`src/rtl/router_pkg.sv`:
```
// Shared router definitions: FSM states, address width and header pack/unpack helpers.
package router_pkg;

    localparam int ADDR_W    = 2;
    localparam int HDR_W     = 8;
    localparam int HDR_LEN_W = HDR_W - ADDR_W;

    typedef enum logic [1:0] {
        IDLE    = 2'd0,
        HEADER  = 2'd1,
        PAYLOAD = 2'd2,
        PARITY  = 2'd3
    } state_t;

    function automatic logic [HDR_W-1:0] hdr_pack(input logic [HDR_LEN_W-1:0] len,
                                                   input logic [ADDR_W-1:0]    addr);
        return {len, addr};
    endfunction

    function automatic logic [HDR_LEN_W-1:0] hdr_len(input logic [HDR_W-1:0] hdr);
        return hdr[HDR_W-1:ADDR_W];
    endfunction

    function automatic logic [ADDR_W-1:0] hdr_addr(input logic [HDR_W-1:0] hdr);
        return hdr[ADDR_W-1:0];
    endfunction

endpackage

```
`src/rtl/router_pkt_tx.sv`:
```
// Router ingress packet generator: IDLE accepts a command, then HEADER, PAYLOAD and
// PARITY stream the packet into the router while honouring busy back-pressure.
module router_pkt_tx
    import router_pkg::*;
#(
    parameter  int DATA_W = 8,
    parameter  int CNT_W  = 8,
    localparam int LEN_W  = DATA_W - ADDR_W
) (
    input  logic              clock,
    input  logic              reset,
    input  logic              cmd_valid,
    output logic              cmd_ready,
    input  logic [1:0]        cmd_addr,
    input  logic [LEN_W-1:0]  cmd_len,
    input  logic [DATA_W-1:0] cmd_seed,
    input  logic              cmd_corrupt,
    input  logic              busy,
    output logic [DATA_W-1:0] data_out,
    output logic              pkt_valid,
    output logic              pkt_done,
    output logic              cmd_err,
    output logic [CNT_W-1:0]  sent_count
);

    state_t             state_q, state_d;
    logic [DATA_W-1:0]  data_out_q, data_out_d;
    logic               pkt_valid_q, pkt_valid_d;
    logic               pkt_done_q, pkt_done_d;
    logic               cmd_err_q, cmd_err_d;
    logic [CNT_W-1:0]   sent_q, sent_d;
    logic [LEN_W-1:0]   rem_q, rem_d;
    logic [DATA_W-1:0]  seed_q, seed_d;
    logic               corrupt_q, corrupt_d;
    logic [DATA_W-1:0]  parity_q, parity_d;

    always_ff @(posedge clock or posedge reset) begin
        if (reset) begin
            state_q     <= IDLE;
            data_out_q  <= '0;
            pkt_valid_q <= 1'b0;
            pkt_done_q  <= 1'b0;
            cmd_err_q   <= 1'b0;
            sent_q      <= '0;
            rem_q       <= '0;
            seed_q      <= '0;
            corrupt_q   <= 1'b0;
            parity_q    <= '0;
        end else begin
            state_q     <= state_d;
            data_out_q  <= data_out_d;
            pkt_valid_q <= pkt_valid_d;
            pkt_done_q  <= pkt_done_d;
            cmd_err_q   <= cmd_err_d;
            sent_q      <= sent_d;
            rem_q       <= rem_d;
            seed_q      <= seed_d;
            corrupt_q   <= corrupt_d;
            parity_q    <= parity_d;
        end
    end

    always_comb begin
        state_d     = state_q;
        data_out_d  = data_out_q;
        pkt_valid_d = pkt_valid_q;
        pkt_done_d  = 1'b0;
        cmd_err_d   = 1'b0;
        sent_d      = sent_q;
        rem_d       = rem_q;
        seed_d      = seed_q;
        corrupt_d   = corrupt_q;
        parity_d    = parity_q;

        case (state_q)
            IDLE: begin
                data_out_d  = '0;
                pkt_valid_d = 1'b0;
                if (cmd_valid) begin
                    if (cmd_len == '0) begin
                        cmd_err_d = 1'b1;
                    end else begin
                        state_d     = HEADER;
                        data_out_d  = {cmd_len, cmd_addr};
                        pkt_valid_d = 1'b1;
                        rem_d       = cmd_len;
                        seed_d      = cmd_seed;
                        corrupt_d   = cmd_corrupt;
                    end
                end
            end
            HEADER: begin
                if (!busy) begin
                    state_d    = PAYLOAD;
                    parity_d   = data_out_q;
                    data_out_d = seed_q;
                end
            end
            PAYLOAD: begin
                if (!busy) begin
                    parity_d = parity_q ^ data_out_q;
                    rem_d    = rem_q - LEN_W'(1);
                    // rem_q counts the word on the bus, so 1 means this is the last payload word
                    if (rem_q == LEN_W'(1)) begin
                        state_d     = PARITY;
                        pkt_valid_d = 1'b0;
                        data_out_d  = parity_d ^ {{(DATA_W-1){1'b0}}, corrupt_q};
                    end else begin
                        data_out_d = data_out_q + DATA_W'(1);
                    end
                end
            end
            PARITY: begin
                if (!busy) begin
                    state_d    = IDLE;
                    data_out_d = '0;
                    pkt_done_d = 1'b1;
                    sent_d     = sent_q + CNT_W'(1);
                end
            end
            default: begin
                state_d     = IDLE;
                data_out_d  = '0;
                pkt_valid_d = 1'b0;
            end
        endcase
    end

    assign cmd_ready  = (state_q == IDLE);
    assign data_out   = data_out_q;
    assign pkt_valid  = pkt_valid_q;
    assign pkt_done   = pkt_done_q;
    assign cmd_err    = cmd_err_q;
    assign sent_count = sent_q;

endmodule

```
`config.mk`:
```
export PLATFORM = sky130hd
export DESIGN_NAME = router_pkt_tx
export DESIGN_NICKNAME = d
export VERILOG_FILES = /design/src/rtl/router_pkg.sv /design/src/rtl/router_pkt_tx.sv
export SDC_FILE = /design/constraint.sdc
export NUM_CORES = 1
export LEC_CHECK = 0
export ABC_AREA = 1
export BUFFER_PORTS_ARGS = -buffer_cell sky130_fd_sc_hd__buf_4
export CORE_ASPECT_RATIO = 0.9
export CORE_MARGIN = 2
export CORE_UTILIZATION = 45
export CTS_CLUSTER_SIZE = 25
export DETAILED_ROUTE_END_ITERATION = 10
export PLACE_DENSITY = 0.66
export SLEW_MARGIN = 5
export SYNTH_ARGS = -nofsm -noshare
export SYNTH_HDL_FRONTEND = slang
export SYNTH_SLANG_ARGS = --single-unit
```
`constraint.sdc`:
```
create_clock -name clock -period 3.6 [get_ports clock]
set_input_delay 0.18 -clock clock [delete_from_list [all_inputs] [get_ports clock]]
set_output_delay 0.18 -clock clock [all_outputs]
set_load 0.05 [all_outputs]
```
# After elaboration in Yosys (flattened, before gate mapping)
# Index checks and enable logic that the tools add are counted.
# Widths: inputs -> output; s select.
[totals]
output_inout_bits = 20
inputBits = 21
register_bits = 44
[op_classes]
n_eq_ne = 10
n_reduce_logical = 11
bitwise_logic = 4
n_addsub = 3
muxes = 31
[ops]
columns = ["operator", "n"]
rows = [
  ["$mux 8", 8],
  ["$pmux 8 s4", 1],
  ["$mux 6", 3],
  ["$add 8x1->8 const B", 2],
  ["$pmux 8 s2", 1],
  ["$mux 2", 6],
  ["$ne 2x2->1 const B", 6],
  ["$pmux 6 s2", 1],
  ["$reduce_and 3->1", 4],
  ["$mux 1", 9],
  ["$pmux 2 s4", 1],
  ["$xor 8x1->8", 1],
  ["$xor 8x8->8", 1],
  ["$eq 6x1->1 const B", 1],
  ["$logic_not 6->1", 1],
  ["$reduce_and 6->1", 1],
  ["$sub 6x1->6 const B", 1],
  ["$eq 2x2->1 const B", 2],
  ["$reduce_and 4->1", 1],
  ["$reduce_bool 2->1", 2],
  ["$eq 2x1->1 const B", 1],
  ["$logic_not 2->1", 1],
  ["$not 1->1", 2],
  ["$pmux 1 s2", 1],
  ["$reduce_and 2->1", 1],
]

# Depth between registers and ports, before layout
# Gate-level depths: netlist of the first run.
[depth]
depth_word = 5
mapped_depth = 10

# Least setup slack after synthesis of the first run
# No wires, ideal clock.
[synth_path]
path_type = "register -> register"
from = "register state_q[0]"
to = "register seed_q[1]"
period_less_slack_ns = 1.762
setup_time_ns = 0.121
path_stages_with_launch = 7
t_arrival_ns = 1.641
required_ns = 3.479
path_slack_ns = 1.838
cell_sequence = "dfrtp_1 > inv_1 > ha_1 > nand3_1 > buf_4 > nor2_1 > a21oi_1"
[synth_via]
elab_chain_len = 2
[synth_rtl]
columns = ["item", "line", "text"]
rows = [
  ["start: declaration", "router_pkt_tx.sv:26", "state_t state_q, state_d;"],
  ["start signal: assignment", "router_pkt_tx.sv:50", "state_q <= state_d;"],
  ["$logic_not 2->1", "--", ""],
  ["via cmd_ready", "router_pkt_tx.sv:13", "output logic cmd_ready,"],
  ["$reduce_and 3->1 (no line)", "--", ""],
  ["end signal: assignment", "router_pkt_tx.sv:46", "seed_q <= '0;"],
  ["end signal: assignment", "router_pkt_tx.sv:57", "seed_q <= seed_d;"],
  ["end: declaration", "router_pkt_tx.sv:33", "logic [DATA_W-1:0] seed_q, seed_d;"],
]
# The timed path passes the listed nets, and every way through them passes these cells.
# A chain may end at the register's enable or synchronous reset.

# Worst setup path after layout of the first run
[layout_path]
from = "register state_q[0]"
to = "register state_q[0]"
[layout_via]
elab_chain_len = 3
word_cells_on_any_way = 12
classes_between = "9 x eq/ne; 1 x mux; 2 x reduce/logical"
[layout_rtl]
columns = ["item", "line", "text"]
rows = [
  ["$eq 2x2->1, or another cell as far along", "router_pkt_tx.sv:75", "case (state_q)"],
  ["$ne 2x2->1 (no line)", "--", ""],
  ["$reduce_and 6->1 (no line)", "--", ""],
]
# Parallel ways exist; a longest one is shown, timed or not.

==> results of run 1 <==
-- metrics by stage --
step	setup slack, ps	hold slack, ps	cell area, um2
after floorplan	1840	293	2540
after global placement	1400	415	2900
after detailed placement	1310	419	2900
after CTS	1290	106	3030
after global routing	1040	96.9	3030
final	1260	85.7	3030
-- placed cells by master (no fill, tap or decap), types with 2 or more instances in the layout --
cell type	netlist	layout
xor2_1	13	13
or2_0	2	2
nor3_1	2	2
a22oi_1	2	2
buf_4	1	40
dfrtp_1	44	44
nand3_1	19	19
inv_1	37	36
a21boi_0	4	4
clkbuf_8	0	5
nand4_1	2	2
bufinv_16	0	2
ha_1	9	9
o21ai_0	18	18
mux2_2	4	4
nor2_1	28	28
nand2_1	103	103
xnor2_1	7	7
a21boi_1	2	2
a21oi_1	18	18
-- critical path: stages (launching register included) --
cell     delay [ps]
dfrtp_1         410
inv_1           130
ha_1            490
nor2_1          160
a21oi_2         490
inv_1           190
nand3_1         200
nor3_1           70
a21oi_1         130
-- metal layers --
metal / up-vias / GRT usage, % / routed length, um
li1: 1125 / - / -
met1: 1024 / 27.2 / 2870
met2: 44 / 33.3 / 2710
met3: 4 / 3.47 / 257
met4: 0 / 5.10 / 37
met5: - / 0 / 0
-- sequential cells by signal, summed over array words and instances, names as in the netlist --
register	count
cmd_err	1
corrupt_q	1
data_out	8
parity_q	8
pkt_done	1
pkt_valid	1
rem_q	6
seed_q	8
sent_count	8
state_q	2
-- final cells by class --
type	instances	area [um2]
inverters	37	139
flip-flops and latches	44	1100
fillers	504	2320
clock buffers	5	68.8
clock inverters	2	60.1
multi-input cells	243	1270
repair buffers	40	300
well taps	67	83.8
-- synth_stat cells --
cell type / instances
ha_1: 9
mux2_2: 4
a22oi_1: 2
nor2_4: 1
dfrtp_1: 44
clkbuf_1: 1
nor2_1: 28
nand2_1: 103
a21boi_0: 4
buf_4: 1
nor2_2: 1
buf_2: 4
xor2_1: 13
nor3_1: 2
o22ai_1: 1
a21boi_1: 2
nand4_1: 2
or2_2: 1
or2_0: 2
xnor2_1: 7
and3_1: 1
a21oi_2: 1
inv_1: 37
nand3_1: 19
nand3_2: 1
a21oi_1: 18
o21ai_0: 18
o211ai_1: 1
o221ai_1: 1
nand2_2: 1
-- kinds of logic after synthesis --
| kind of cell | count (synthesis) | share of synthesized area, % |
|---|---|---|
| flip-flops | 44 | 43.3 |
| AND/OR/NAND/NOR | 162 | 26.3 |
| multiplexers | 4 | 1.77 |
| XOR/XNOR | 20 | 6.89 |
| adder cells (fa/ha/maj) | 9 | 4.43 |
| AO/OA/AOI/OAI | 48 | 10.7 |
| buffers and inverters | 43 | 6.69 |
-- report_power, final --
| group | switching, W | leakage, nW | internal [W] |
|---|---|---|---|
| Sequential | 0.000224 | 0.541 | 0.000709 |
| Clock | 0.000170 | 0.0642 | 0.000273 |
| Combinational | 0.00101 | 0.951 | 0.000529 |
| Total | 0.00140 | 1.56 | 0.00151 |
-- how the worst min path moves through the flow --
stage           startpoint     endpoint  slack (ps)  depth (start not counted)
3_3_place_gp   cmd_seed[0]    seed_q[0]         410                          2
3_5_place_dp   cmd_seed[5]    seed_q[5]         420                          2
5_1_grt        cmd_seed[7]    seed_q[7]         100                          2
4_1_cts        cmd_seed[7]    seed_q[7]         110                          2
2_1_floorplan    cmd_valid      cmd_err         290                          2
6_report             reset  parity_q[3]          90                          2
==> flow_metrics.env, run 1 <==
export IMPL_setup_violations=0
export IMPL_ctsHoldBuffers=0
export IMPL_track_usage_pct=19.8
export IMPL_vias_per_cell=5.02
export IMPL_crit_path_end="state_q[0]"
export IMPL_dp_cells=431
export IMPL_path_class="register to register"
export IMPL_r2r_end="state_q[0]"
export IMPL_hpwl_um=4360
export IMPL_max_freq_mhz=427
export IMPL_drive_gt1_share_pct=15.6
export IMPL_p_per_area_nw_per_um2=963
export IMPL_required_ps=3830
export IMPL_slew_viol_final=0
export IMPL_drc=0
export IMPL_diodes=0
export IMPL_clock_path_buffers=2
export IMPL_vias=2197
export IMPL_io_pins=41
export IMPL_grt_pass1_vias=2050
export IMPL_cts_clk_slew_worst_paths_ps=90
export IMPL_postRouteWirelength_um=5880
export IMPL_cts_tree="done"
export IMPL_synth_seq_cells=44
export IMPL_post_route_period_util_pct=65.1
export IMPL_drtPass1Iterations=4
export IMPL_fp_coreArea_um2=5350
export IMPL_grt_pass1_wl_um=9780
export IMPL_hold_violations=0
export IMPL_wire_per_inst_um=13.4
export IMPL_irDropWorstVdd_v=0.000548
export IMPL_rr_worst_depth=8
export IMPL_crit_fanout=16
export IMPL_cts_resized=0
export IMPL_tns_ps=0
export IMPL_syn_num_nets=360
export IMPL_end_kind="register"
export IMPL_syn_area_per_cell_um2=7.71
export IMPL_p_total_w=0.00291
export IMPL_hold_class="input pin to async pin"
export IMPL_numCtsBuffers=5
export IMPL_regToRegStartpoint="state_q[0]"
export IMPL_port_buffers=40
export IMPL_r2r_slack_ps=1260
export IMPL_period_needed_ps=2340
export IMPL_synth_top_area_share_pct=43.3
export IMPL_fin_skew_ps=8.90
export IMPL_antenna_found_initial=0
export IMPL_synth_seq_area_share_pct=43.3
export IMPL_p_leak_nw=1.56
export IMPL_htree_levels=2
export IMPL_drt_initial_drc_count=156
export IMPL_die_area_um2=6270
export IMPL_ys_types=30
export IMPL_cts_root_buffer="clkbuf_8"
export IMPL_ant_nets=0
export IMPL_crit_arrival_ps=2570
export IMPL_final_cells=438
export IMPL_status="finished, final reports clean"
export IMPL_cts_sinks=44
export IMPL_gp_congestion=0.843
export IMPL_worst_pin_slew_ps=947
export IMPL_syn2layout_area_growth_pct=18.9
export IMPL_cap_violations=0
export IMPL_relSlewSlack_pct=36.9
export IMPL_grt_overflow=0
export IMPL_synth_area_top_cells="dfrtp_1 (43%), nand2_1 (15%), inv_1 (5.5%)"
export IMPL_layout_nets=401
export IMPL_num_rows=25
export IMPL_synthCells=330
export IMPL_start_util_pct=47.6
export IMPL_synth_cell_area_um2=2540
export IMPL_die_h_um=75.3
export IMPL_grt_max_degree=45
export IMPL_synth_top_area_cell="dfrtp_1"
export IMPL_start_kind="register"
export IMPL_final_core_util_pct=56.6
export IMPL_rsz0062_at_grt="false"
export IMPL_cp_startpoint="state_q[0]"
export IMPL_yosys_warnings=0
export IMPL_insertion_delay_ps=300
export IMPL_die_w_um=83.3
export IMPL_postCtsSetupBuffers=0
Power figures use the tool's default switching activity.
==> inputs of run 2 (changes only) <==
--- a/config.mk
+++ b/config.mk
@@ -12,7 +12,7 @@
 export CORE_UTILIZATION = 45
 export CTS_CLUSTER_SIZE = 25
 export DETAILED_ROUTE_END_ITERATION = 10
-export PLACE_DENSITY = 0.66
+export PLACE_DENSITY = 0.68
 export SLEW_MARGIN = 5
 export SYNTH_ARGS = -nofsm -noshare
 export SYNTH_HDL_FRONTEND = slang
==> constraint.sdc (replaced) <==
create_clock -name clock -period 1.99 [get_ports clock]
set_input_delay 0.0995 -clock clock [delete_from_list [all_inputs] [get_ports clock]]
set_output_delay 0.0995 -clock clock [all_outputs]
set_load 0.05 [all_outputs]
==> run 2 against run 1 <==
Sequential power increased by 82%. Highest routed layer unchanged. Clock-buffer cell count increased by 1. Maximum frequency increased by 29%. First-iteration DRC count decreased by 35%. Cell area increased by 1.0%. Critical path type unchanged. Power increased by 76%. Non-clock buffer count increased by 8. Setup slack got worse by 1100 ps. Sequential share of layout area decreased by 0.37 points. Cell count increased by 2.1%. Flip-flop and latch count unchanged. Core utilization increased by 0.58 points.
==> flow_metrics.env, run 2 (synthesized netlist as in run 1, its figures left out) <==
export IMPL_setup_slack_ps=172
export IMPL_fin_skew_ps=8.76
export IMPL_r2r_slack_ps=170
export IMPL_slew_viol_final=0
export IMPL_irDropWorstVdd_v=0.00114
export IMPL_cts_root_buffer="clkbuf_8"
export IMPL_vias=2187
export IMPL_p_per_area_nw_per_um2=1670
export IMPL_critical_path_buf_inv_count=2
export IMPL_crit_arrival_ps=2030
export IMPL_insertion_delay_ps=300
export IMPL_post_route_period_util_pct=91.4
export IMPL_cts_clk_slew_worst_paths_ps=90
export IMPL_cpPeakStageDelay_ps=410
export IMPL_whs_endpoint="seed_q[6]"
export IMPL_r2r_end="data_out[6]"
export IMPL_max_freq_mhz=550
export IMPL_cap_violations=0
export IMPL_track_usage_pct=19.7
export IMPL_antenna_found_initial=0
export IMPL_num_rows=25
export IMPL_hold_class="input pin to register"
export IMPL_die_h_um=75.3
export IMPL_tns_ps=0
export IMPL_port_buffers=40
export IMPL_path_class="register to register"
export IMPL_vias_per_cell=4.89
export IMPL_p_leak_nw=1.57
export IMPL_clock_path_buffers=2
export IMPL_crit_fanout=10
export IMPL_regToRegStartpoint="state_q[0]"
export IMPL_grt_overflow=0
export IMPL_start_kind="register"
export IMPL_setup_violations=0
export IMPL_gp_congestion=0.862
export IMPL_fp_coreArea_um2=5350
export IMPL_cts_sinks=44
export IMPL_syn2layout_area_growth_pct=20.2
export IMPL_rsz0062_at_grt="false"
export IMPL_required_ps=2200
export IMPL_grt_pass1_vias=2103
export IMPL_wire_per_inst_um=13.0
export IMPL_cts_tree="done"
export IMPL_drtPass1Iterations=4
export IMPL_diodes=0
export IMPL_place_ws_ps=214
export IMPL_hp_start="cmd_seed[6]"
export IMPL_hold_violations=0
export IMPL_crit_chain="inv_1, ha_1, buf_4, nand2_1, o21ai_0, nand2_1, nand2_1, nand2_1, a21boi_0"
export IMPL_start_util_pct=47.6
export IMPL_rr_worst_depth=9
export IMPL_crit_family="flip-flops"
export IMPL_cp_slowest_cell="dfrtp_1"
export IMPL_numCtsBuffers=5
export IMPL_end_kind="register"
export IMPL_cp_common_cell="nand2_1"
export IMPL_worst_pin_slew_ps=556
export IMPL_htree_levels=2
export IMPL_ant_nets=0
export IMPL_layout_nets=409
export IMPL_die_w_um=83.3
export IMPL_postCtsSetupBuffers=0
export IMPL_io_pins=41
export IMPL_drt_initial_drc_count=101
export IMPL_postRouteWirelength_um=5790
export IMPL_period_needed_ps=1820
export IMPL_drive_gt1_share_pct=17.1
export IMPL_drc=0
export IMPL_status="finished, final reports clean"
export IMPL_grt_max_degree=45
export IMPL_hold_path_depth=2
export IMPL_hpwl_um=4390
export IMPL_final_cell_mix="nand2_1 (103), buf_4 (47), dfrtp_1 (44)"
export IMPL_final_common_cell="nand2_1"
export IMPL_grt_pass1_wl_um=9890
export IMPL_die_area_um2=6270
export IMPL_relSlewSlack_pct=63.0
run 2: changes by cell type in the layout (fill, tap and decap cells not counted), sizes merged:
cell         change
clkinv           +1
clkinvlp         +2
dlygate4sd3      +1
clkbuf           +1
buf              +7
inv              -1
bufinv           -2
run 2: layout make-up:
class / instances / area [um2]
inverters: 37 / 139
clock buffers: 6 / 82.6
multi-input cells: 243 / 1270
clock inverters: 2 / 15.0
repair buffers: 48 / 363
well taps: 67 / 83.8
fillers: 508 / 2290
flip-flops and latches: 44 / 1100
run 2: report_power, final:
group,switching (W),total (W),internal [W],leakage (nW)
registers,0.000422,0.00170,0.00128,0.541
logic,0.00180,0.00281,0.00101,0.985
clock network,0.000320,0.000601,0.000281,0.0434
run 2: repair_timing:
action | 4_1_cts | 5_1_grt
endpoints found under the setup margin | 0 | 0
resized for setup | 0 | 0
endpoints found under the hold margin | 44 | 0
hold buffers | 1 | 0
run 2: stage by stage:
step / hold WS [ps] / total power (W) / std cells / utilization [%] / instance area [um2]
5_1_grt: 13.5 / 0.00560 / 447 / 57.1 / 3060
6_report: 25.8 / 0.00512 / 447 / 57.1 / 3060
3_3_place_gp: 283 / 0.00449 / 438 / 55.1 / 2950
2_1_floorplan: 213 / 0.00375 / 330 / - / 2540
4_1_cts: 20.6 / 0.00515 / 447 / 57.1 / 3060
3_5_place_dp: 280 / 0.00454 / 438 / 55.1 / 2950
run 2: how the worst max path moves through the flow:
stage	startpoint	end	slack, ps	depth (start not counted)
after detailed placement	state_q[0]	data_out[3]	210	9
after floorplan	state_q[0]	seed_q[1]	230	6
final	state_q[0]	data_out[6]	170	9
after global placement	state_q[0]	data_out[3]	240	9
after CTS	state_q[0]	data_out[6]	200	9
after global routing	state_q[0]	data_out[3]	3	9
run 2: worst register-to-register path, delay by kind of cell, from the launching register on:
kind,cells,cell delay (ps)
buf+inv,2,360
fa+ha+maj,1,290
simple gates,4,370
compound gates,2,300
flops,1,410
run 2: routing by layer:
metal | track usage, % | share of wire [%] | up-vias
met1 | 27.2 | 49 | 989
met3 | 4.77 | 5.8 | 8
met2 | 31.6 | 44 | 54
met5 | 0 | 0 | -
met4 | 5.83 | 1.4 | 0
li1 | - | - | 1136
==> inputs of run 3 (changes only) <==
--- a/config.mk
+++ b/config.mk
@@ -7,12 +7,12 @@
 export LEC_CHECK = 0
 export ABC_AREA = 1
 export BUFFER_PORTS_ARGS = -buffer_cell sky130_fd_sc_hd__buf_4
+export CAP_MARGIN = 15
 export CORE_ASPECT_RATIO = 0.9
 export CORE_MARGIN = 2
-export CORE_UTILIZATION = 45
+export CORE_UTILIZATION = 30
 export CTS_CLUSTER_SIZE = 25
 export DETAILED_ROUTE_END_ITERATION = 10
-export PLACE_DENSITY = 0.68
 export SLEW_MARGIN = 5
 export SYNTH_ARGS = -nofsm -noshare
 export SYNTH_HDL_FRONTEND = slang
==> run 3 against run 2 <==
Core utilization is 19 points lower. Clock-buffer cell count stayed put. Maximum frequency grew 5.6%. Non-clock buffer count unchanged. Die area is 47% higher. Largest power group unchanged.
==> flow_metrics.env, run 3 (synthesized netlist as in run 1, its figures left out) <==
export IMPL_diodes=0
export IMPL_setup_violations=0
export IMPL_num_rows=31
export IMPL_track_usage_pct=14.6
export IMPL_final_cell_mix="nand2_1 (103), buf_4 (47), dfrtp_1 (44)"
export IMPL_path_class="register to register"
export IMPL_vias=2235
export IMPL_crit_chain="inv_1, ha_2, buf_4, nand2_1, o21ai_0, nand2_1, nand2_1, nand2_1, a21boi_0"
export IMPL_p_per_area_nw_per_um2=1660
export IMPL_end_kind="register"
export IMPL_layout_nets=409
export IMPL_worst_pin_slew_ps=571
export IMPL_rsz0062_at_grt="false"
export IMPL_wire_per_inst_um=13.1
export IMPL_die_area_um2=9230
export IMPL_htree_levels=2
export IMPL_cp_slowest_cell="dfrtp_1"
export IMPL_p_leak_nw=1.58
export IMPL_hold_violations=0
export IMPL_grt_overflow=0
export IMPL_critical_path_buf_inv_count=2
export IMPL_max_freq_mhz=581
export IMPL_status="finished, final reports clean"
export IMPL_cp_common_cell="nand2_1"
export IMPL_grt_max_degree=45
export IMPL_postRouteWirelength_um=6290
export IMPL_hold_class="input pin to register"
export IMPL_fp_coreArea_um2=8150
export IMPL_cap_violations=0
export IMPL_grt_pass1_vias=2266
export IMPL_tns_ps=0
export IMPL_cts_sinks=44
export IMPL_die_h_um=91.4
export IMPL_irDropWorstVdd_v=0.000854
export IMPL_io_pins=41
export IMPL_port_buffers=40
export IMPL_final_common_cell="nand2_1"
export IMPL_drt_initial_drc_count=106
export IMPL_fin_skew_ps=6.97
export IMPL_postCtsSetupBuffers=0
export IMPL_crit_arrival_ps=1950
export IMPL_start_kind="register"
export IMPL_period_needed_ps=1720
export IMPL_insertion_delay_ps=300
export IMPL_die_w_um=101
export IMPL_required_ps=2210
export IMPL_drive_gt1_share_pct=17.4
export IMPL_cpPeakStageDelay_ps=410
export IMPL_gp_congestion=0.848
export IMPL_slew_viol_final=0
export IMPL_relSlewSlack_pct=61.9
export IMPL_vias_per_cell=4.67
export IMPL_hpwl_um=4770
export IMPL_post_route_period_util_pct=86.6
export IMPL_crit_fanout=10
export IMPL_grt_pass1_wl_um=10700
export IMPL_ant_nets=0
export IMPL_cts_root_buffer="clkbuf_8"
export IMPL_dp_cells=470
export IMPL_drtPass1Iterations=4
export IMPL_start_util_pct=31.2
export IMPL_syn2layout_area_growth_pct=21.6
export IMPL_crit_family="flip-flops"
export IMPL_final_cells=479
export IMPL_antenna_found_initial=0
export IMPL_clock_path_buffers=2
export IMPL_drc=0
export IMPL_cts_tree="done"
export IMPL_numCtsBuffers=5
export IMPL_cts_clk_slew_worst_paths_ps=80
run 3: changes by cell type in the layout (fill, tap and decap cells not counted):
cell / change
clkinv_2: +2
clkinvlp_4: -2
ha_1: -1
ha_2: +1
run 3: final cells by class:
class	instances	area (um2)
Clock buffer	6	82.6
Timing Repair Buffer	48	363
Fill cell	877	5050
Tap cell	99	124
Multi-Input combinational cell	243	1270
Sequential cell	44	1100
Inverter	37	139
Clock inverter	2	10.0
run 3: worst paths after layout:
kind                          startpoint            end  slack, ps  depth (start not counted)
setup / recovery              state_q[0]    data_out[5]        270                          9
min in group asynchronous          reset    data_out[4]        480                          4
setup reg to reg              state_q[0]    data_out[5]        270                          9
hold reg to reg            sent_count[7]  sent_count[7]        480                          1
hold / removal               cmd_seed[7]      seed_q[7]         30                          2
max in group asynchronous          reset      corrupt_q       1100                          4
run 3: where the power goes:
group,switching [W],internal (W),leakage (nW)
clock,0.000313,0.000277,0.0510
combinational,0.00182,0.00102,0.985
sequential,0.000422,0.00128,0.541
run 3: metal layers:
| metal | wire length, um | share of wire, % | vias up | GRT usage [%] |
|---|---|---|---|---|
| li1 | - | - | 1139 | - |
| met1 | 2960 | 47 | 1040 | 19.7 |
| met2 | 2890 | 46 | 51 | 22.7 |
| met3 | 386 | 6.1 | 5 | 4.08 |
| met4 | 54 | 0.86 | 0 | 4.62 |
| met5 | 0 | 0 | - | 0 |
run 3: repair_timing:
| action | in CTS | in global routing |
|---|---|---|
| endpoints found under the hold margin | 44 | 0 |
| endpoints found under the setup margin | 0 | 1 |
| hold buffers | 1 | 0 |
| gates resized for setup | 0 | 1 |
run 3: metrics by stage:
step	total power [W]	setup slack, ps	utilization, %	hold slack, ps	area (um2)
5_1_grt	0.00564	56.0	38.0	21.9	3090
2_1_floorplan	0.00375	228	-	213	2540
6_report	0.00514	268	38.0	30.8	3090
4_1_cts	0.00518	218	38.0	18.6	3090
3_3_place_gp	0.00452	269	36.7	288	2990
3_5_place_dp	0.00457	230	36.7	286	2990
run 3: worst reg2reg max path, cell delays in order (launching register included):
cell and delay (ps):
dfrtp_1 410, inv_1 130, ha_2 250, buf_4 190, nand2_1 190, o21ai_0 160, nand2_1 80, nand2_1 60
nand2_1 40, a21boi_0 150
